<file path="config.mk">
export PLATFORM = sky130hd
export DESIGN_NAME = data_assemble
export DESIGN_NICKNAME = d
export VERILOG_FILES = /design/src/rtl/data_assemble.sv
export SDC_FILE = /design/constraint.sdc
export NUM_CORES = 1
export LEC_CHECK = 0
export CORE_AREA = 2 2 164 126
export CTS_CLUSTER_SIZE = 12
export DETAILED_ROUTE_END_ITERATION = 10
export DIE_AREA = 0 0 166 128
export GPL_ROUTABILITY_DRIVEN = 1
export PLACE_DENSITY = 0.49
export SYNTH_ARGS = -nofsm -noshare
export SYNTH_HDL_FRONTEND = slang
export SYNTH_SLANG_ARGS = --single-unit
export TNS_END_PERCENT = 100
</file>
<file path="constraint.sdc">
create_clock -name clk -period 4.1 [get_ports clk]
set_input_delay 0.615 -clock clk [delete_from_list [all_inputs] [get_ports clk]]
set_output_delay 0.615 -clock clk [all_outputs]
set_load 0.1 [all_outputs]
</file>
<file path="src/rtl/data_assemble.sv">
// data_assemble: builds one RAM "bag" per frame. A bag is a two-byte header
// chosen by the bag type, followed for DATA bags by DATA_LEN bytes from each
// enabled ADC chip FIFO in ascending chip order. A chip whose FIFO stays empty
// for TIMEOUT consecutive cycles is finished with 0x00 padding and flagged
// in err_pad.
//
// Handshake: the chip FIFOs are first-word-fall-through. fifo_rxen[i] is a
// single-cycle pop strobe raised only while fifo_empty[i] is low, so every
// cycle with fifo_rxen[i]=1 consumes exactly the byte shown on fifo_rxd.
// The RAM side has no back-pressure; every cycle with ram_txen=1 is one write.
module data_assemble #(
  parameter int CHIP_NUM = 8,
  parameter int DATA_LEN = 64,
  parameter int AW       = 12,
  parameter int TIMEOUT  = 255
) (
  input  logic                  clk,
  input  logic                  rst,
  input  logic                  fs,
  output logic                  fd,
  input  logic [3:0]            btype,
  input  logic [AW-1:0]         ram_addr_init,
  input  logic [CHIP_NUM-1:0]   chip_mask,
  input  logic [CHIP_NUM-1:0]   fifo_empty,
  input  logic [8*CHIP_NUM-1:0] fifo_rxd,
  output logic [CHIP_NUM-1:0]   fifo_rxen,
  input  logic [31:0]           cache_cmd,
  input  logic [31:0]           cache_stat,
  output logic [AW-1:0]         ram_txa,
  output logic [7:0]            ram_txd,
  output logic                  ram_txen,
  output logic [AW-1:0]         pkt_len,
  output logic                  err_pad,
  output logic [2:0]            state_dbg
);

  localparam int CW = (CHIP_NUM > 1) ? $clog2(CHIP_NUM) : 1;
  localparam int BW = $clog2(DATA_LEN + 1);
  localparam int SW = $clog2(TIMEOUT + 1);
  localparam logic [BW-1:0] LAST_BYTE  = BW'(DATA_LEN - 1);
  localparam logic [SW-1:0] LAST_STALL = SW'(TIMEOUT - 1);

  typedef enum logic [2:0] {
    ST_IDLE, ST_WAIT, ST_HDR0, ST_HDR1, ST_CSEL, ST_WORK, ST_DONE
  } state_t;

  state_t              state;
  logic [3:0]          bt_q;
  logic [CHIP_NUM-1:0] pending;
  logic [CW-1:0]       cur;
  logic [BW-1:0]       byte_cnt;
  logic [SW-1:0]       stall_cnt;
  logic                pad;
  logic [AW-1:0]       addr_cnt;

  logic                is_data;
  logic [7:0]          hdr0;
  logic [7:0]          hdr1;
  logic [CW-1:0]       nxt_chip;
  logic                any_pending;
  logic [7:0]          cur_byte;
  logic                cur_empty;
  logic                wr_en;
  logic [7:0]          wr_data;
  logic                unused_cache;

  assign state_dbg = state;

  // Header fields that no bag type consumes.
  assign unused_cache = ^{cache_cmd[23:0], cache_stat[31], cache_stat[22:16], cache_stat[3:0]};

  function automatic logic legal_btype(input logic [3:0] b);
    return (b == 4'b1000) || (b == 4'b1001) || (b == 4'b1010) ||
           (b == 4'b1101) || (b == 4'b1110);
  endfunction

  assign is_data = (bt_q == 4'b1101) || (bt_q == 4'b1110);

  // Header bytes for the latched bag type, taken from the live cache words.
  always_comb begin
    hdr0 = 8'h00;
    hdr1 = 8'h00;
    case (bt_q)
      4'b1000: begin
        hdr0 = 8'hD1;
        hdr1 = 8'h23;
      end
      4'b1001: begin
        hdr0 = {4'h1, cache_cmd[31:28]};
        hdr1 = cache_stat[15:8];
      end
      4'b1010: begin
        hdr0 = {4'h9, cache_cmd[31:28]};
        hdr1 = cache_stat[30:23];
      end
      default: begin
        hdr0 = {4'h3, cache_cmd[31:28]};
        hdr1 = {cache_cmd[27:24], cache_stat[7:4]};
      end
    endcase
  end

  // Lowest-index enabled chip that has not been served yet.
  always_comb begin
    nxt_chip    = '0;
    any_pending = |pending;
    for (int i = CHIP_NUM - 1; i >= 0; i--) begin
      if (pending[i]) nxt_chip = CW'(i);
    end
  end

  // Byte and empty flag of the chip currently being read.
  always_comb begin
    cur_byte  = 8'h00;
    cur_empty = 1'b1;
    for (int i = 0; i < CHIP_NUM; i++) begin
      if (CW'(i) == cur) begin
        cur_byte  = fifo_rxd[8*i +: 8];
        cur_empty = fifo_empty[i];
      end
    end
  end

  // Pop strobe: only in WORK, not padding, FIFO non-empty, never during reset.
  always_comb begin
    fifo_rxen = '0;
    for (int i = 0; i < CHIP_NUM; i++) begin
      fifo_rxen[i] = !rst && (state == ST_WORK) && !pad && !cur_empty && (CW'(i) == cur);
    end
  end

  // Which cycles produce a RAM write, and with what byte.
  always_comb begin
    wr_en   = 1'b0;
    wr_data = 8'h00;
    case (state)
      ST_HDR0: begin
        wr_en   = 1'b1;
        wr_data = hdr0;
      end
      ST_HDR1: begin
        wr_en   = 1'b1;
        wr_data = hdr1;
      end
      ST_WORK: begin
        wr_en   = pad || !cur_empty;
        wr_data = pad ? 8'h00 : cur_byte;
      end
      default: ;
    endcase
  end

  // Bag sequencer plus registered RAM write port and bag bookkeeping.
  always_ff @(posedge clk) begin
    if (rst) begin
      state     <= ST_IDLE;
      bt_q      <= 4'h0;
      pending   <= '0;
      cur       <= '0;
      byte_cnt  <= '0;
      stall_cnt <= '0;
      pad       <= 1'b0;
      addr_cnt  <= '0;
      fd        <= 1'b0;
      ram_txa   <= '0;
      ram_txd   <= 8'h00;
      ram_txen  <= 1'b0;
      pkt_len   <= '0;
      err_pad   <= 1'b0;
    end else begin
      ram_txen <= wr_en;
      if (wr_en) begin
        ram_txa  <= addr_cnt;
        ram_txd  <= wr_data;
        addr_cnt <= addr_cnt + AW'(1);
        pkt_len  <= pkt_len + AW'(1);
      end

      case (state)
        ST_IDLE: state <= ST_WAIT;

        ST_WAIT: begin
          if (fs && legal_btype(btype)) begin
            state    <= ST_HDR0;
            bt_q     <= btype;
            pending  <= chip_mask;
            addr_cnt <= ram_addr_init;
            pkt_len  <= '0;
            err_pad  <= 1'b0;
          end
        end

        ST_HDR0: state <= ST_HDR1;

        ST_HDR1: begin
          if (is_data) begin
            state <= ST_CSEL;
          end else begin
            state <= ST_DONE;
            fd    <= 1'b1;
          end
        end

        ST_CSEL: begin
          if (any_pending) begin
            state             <= ST_WORK;
            cur               <= nxt_chip;
            pending[nxt_chip] <= 1'b0;
            byte_cnt          <= '0;
            stall_cnt         <= '0;
            pad               <= 1'b0;
          end else begin
            state <= ST_DONE;
            fd    <= 1'b1;
          end
        end

        ST_WORK: begin
          if (wr_en) begin
            stall_cnt <= '0;
            byte_cnt  <= byte_cnt + BW'(1);
            if (byte_cnt == LAST_BYTE) state <= ST_CSEL;
          end else begin
            stall_cnt <= stall_cnt + SW'(1);
            if (stall_cnt == LAST_STALL) begin
              pad     <= 1'b1;
              err_pad <= 1'b1;
            end
          end
        end

        ST_DONE: begin
          if (!fs) begin
            state <= ST_WAIT;
            fd    <= 1'b0;
          end
        end

        default: state <= ST_IDLE;
      endcase
    end
  end

endmodule

</file>
==> impl_metrics.ini <==
[status]
outcome = completed

[sta]
tightest_slew_ns = 1.03
drv_slew = 0
fmax_ghz = 0.313
layout_min_cycle_time_ns = 3.19
maxSlewHeadroom_pct = 30.9
setup_violations = 0
skew_ns = 0.00786
rsz0062_at_grt = no
finalWorstSetupSlack_ns = 0.909
hold_slack_ns = 0.460
finalHoldViolCount = 0
final.period_utilization_pct = 77.8

[critical_path]
cp.required_ns = 3.48
crit_type = reg2out
critPathArrivalTime_ns = 2.58
end_kind = primary output
worst-path-max-fanout = 14
worst_setup_path_start_kind = flip-flop

[placement]
place_congestion = 0.879
pre_cts_ws_ns = 1.05
port_buffers = 172
dp.cells = 1008
dpl.hpwl_um = 13700
placed_cell_area_um2 = 6870

[yosys]
netlist_instances = 610
synth-compound-area-share_pct = 25.6
yosys.area_share.simple_pct = 23.4
synth-edff-count = 0
synth_largest_area_cell = dfxtp_1
ys_types = 65
yosys-top-cells-area = dfxtp_1 34%, a21oi_1 7.5%, nand2_1 5.1%
synth_top_area_share_pct = 33.7
syn_nets = 778
synth_top_family_by_area = compound AO/OA/AOI/OAI gates
yosysSeqAreaShare_pct = 33.7
ys_warn_count = 0
synth-xor-area-share_pct = 2.73
synth_flop_cell = dfxtp_1
synth_common_cells = 81 x dfxtp_1, 72 x a21oi_1, 66 x nand2_1
async_flop_share_pct = 0
avgSynthCellArea_um2 = 7.90
muxShareOfSynthArea_pct = 8.70
synthAdderAreaFrac_pct = 1.30
netlist_area_um2 = 4820
ys_seq_elements = 81
yosysMostFrequentCell = dfxtp_1

[die]
start_util_pct = 24.4
core_um2 = 19800
rows = 45
die-area_um2 = 21200
die_h_um = 128
ioPinCount = 209
fp.dieW_um = 166

[clocking]
cts_root_buf = clkbuf_16
clk_latency_ns = 0.35
clockBufferDepth = 2
cts_setup_buffers = 0
postCtsResizedCells = 0
htreeDepth = 3
cts_tree = built
cts_hold_buf = 0
numCtsBuffers = 9
cts_sinks = 81
clk_pin_slew_worst_paths_ns = 0.06

[global_route]
grt_pass1_wl_um = 28200
grt_overflow = 0
grt_usage_pct = 16.8
grt_max_degree = 33
grt_pass1_vias = 5161
antenna_found_initial = 0

[detailed_routing]
wire_per_inst_um = 17.4
postRouteAntennaNets = 0
initialDrtViolationCount = 306
dr.pass1.iters = 7
vias_per_cell = 5.12
vias = 5249
routed_wl_um = 17800
drcViolationCount = 0

[power_and_ir_drop]
powerDensity_nw_per_um2 = 419
vdd_drop_max_mv = 0.203
power_uw = 3000
cellLeakagePower_uw = 0.00230

[run]
maxCapViolations = 0

[final_layout]
area_growth_pct = 48.6
final_area_um2 = 7160
n_fill_cell = 2017
layout.cells.non_filler = 1025
drive_above_1_share_pct = 9.66
fin_nets = 929

[min_path]
hp-class = reg2reg
[stage by stage]
| stage | utilization (%) | setup TNS [ns] |
|---|---|---|
| 6_report | 36.2 | 0 |
| 5_1_grt | 36.2 | 0 |
| 4_1_cts | 36.2 | 0 |
| 3_5_place_dp | 34.8 | 0 |
| 3_3_place_gp | 34.8 | 0 |
| 2_1_floorplan | - | -0.548 |
[metal layers]
layer | global-route usage (%) | vias up | wire length, um
met5 | 0 | - | 0
met4 | 6.24 | 0 | 414
met3 | 4.60 | 25 | 1250
met2 | 26.2 | 194 | 7750
met1 | 22.2 | 2475 | 8410
li1 | - | 2555 | -
[report_power, final]
part,internal [uW],total [uW],switching (uW)
combinational,395,1240,841
sequential,867,965,97.7
clock,471,799,328
total,1730,3000,1270
[final cells by class]
type / count / area (um^2) / area share [%]
multi-input cells: 475 / 3010 / 42.0
clock buffers: 11 / 233 / 3.25
inverters: 12 / 45.0 / 0.629
clock inverters: 5 / 56.3 / 0.786
diodes: 1 / 2.50 / 0.0349
repair buffers: 182 / 1870 / 26.1
well taps: 258 / 323 / 4.51
flip-flops and latches: 81 / 1620 / 22.6
[cell families after synthesis]
logic type	after synthesis
buf+inv	54
xor+xnor	15
flops	81
simple gates	235
compound gates	193
mux	27
fa+ha+maj	5
[sequential cells by signal, summed over array words and instances (netlist names), 3 cells and up]
register and cells:
ram_txa 12, stall_cnt 8, pkt_len 12, addr_cnt 12, pending 8, cur 3
state_dbg 3, bt_q 4, ram_txd 8, byte_cnt 7
[final timing paths]
| kind | start | endpoint | slack [ns] | depth (start not counted) |
|---|---|---|---|---|
| min | ram_txa[10] | ram_txa[10] | 0.46 | 2 |
| max reg2reg | cur[1] | ram_txa[8] | 1.20 | 7 |
| min reg2reg | ram_txa[10] | ram_txa[10] | 0.46 | 2 |
| max | cur[1] | fifo_rxen[6] | 0.91 | 7 |
[cell usage in the layout (no fill, tap or decap), drive strengths merged, types with 5 or more instances in the layout]
master	instances
clkdlybuf4s50	162
buf	20
xnor2	13
nand3b	5
a211oi	19
nor3	18
dfxtp	81
clkbuf	11
nand2b	13
o22ai	6
and3	7
o211ai	9
inv	11
nor2	64
ha	5
mux2i	7
o31ai	7
nand3	17
o21ai	40
nand2	66
or4	8
nor2b	10
nand4	9
nor4	5
mux4	11
a21oi	73
mux2	9
[critical path, stage by stage, from the launching register on]
cell and delay, ns:
dfxtp_1 0.69, mux2_2 0.40, o32a_1 0.20, o211ai_2 0.09
buf_4 0.25, nand3_1 0.16, nor2_1 0.22, buf_12 0.21
Note: power is estimated with default switching activity, not from simulation.
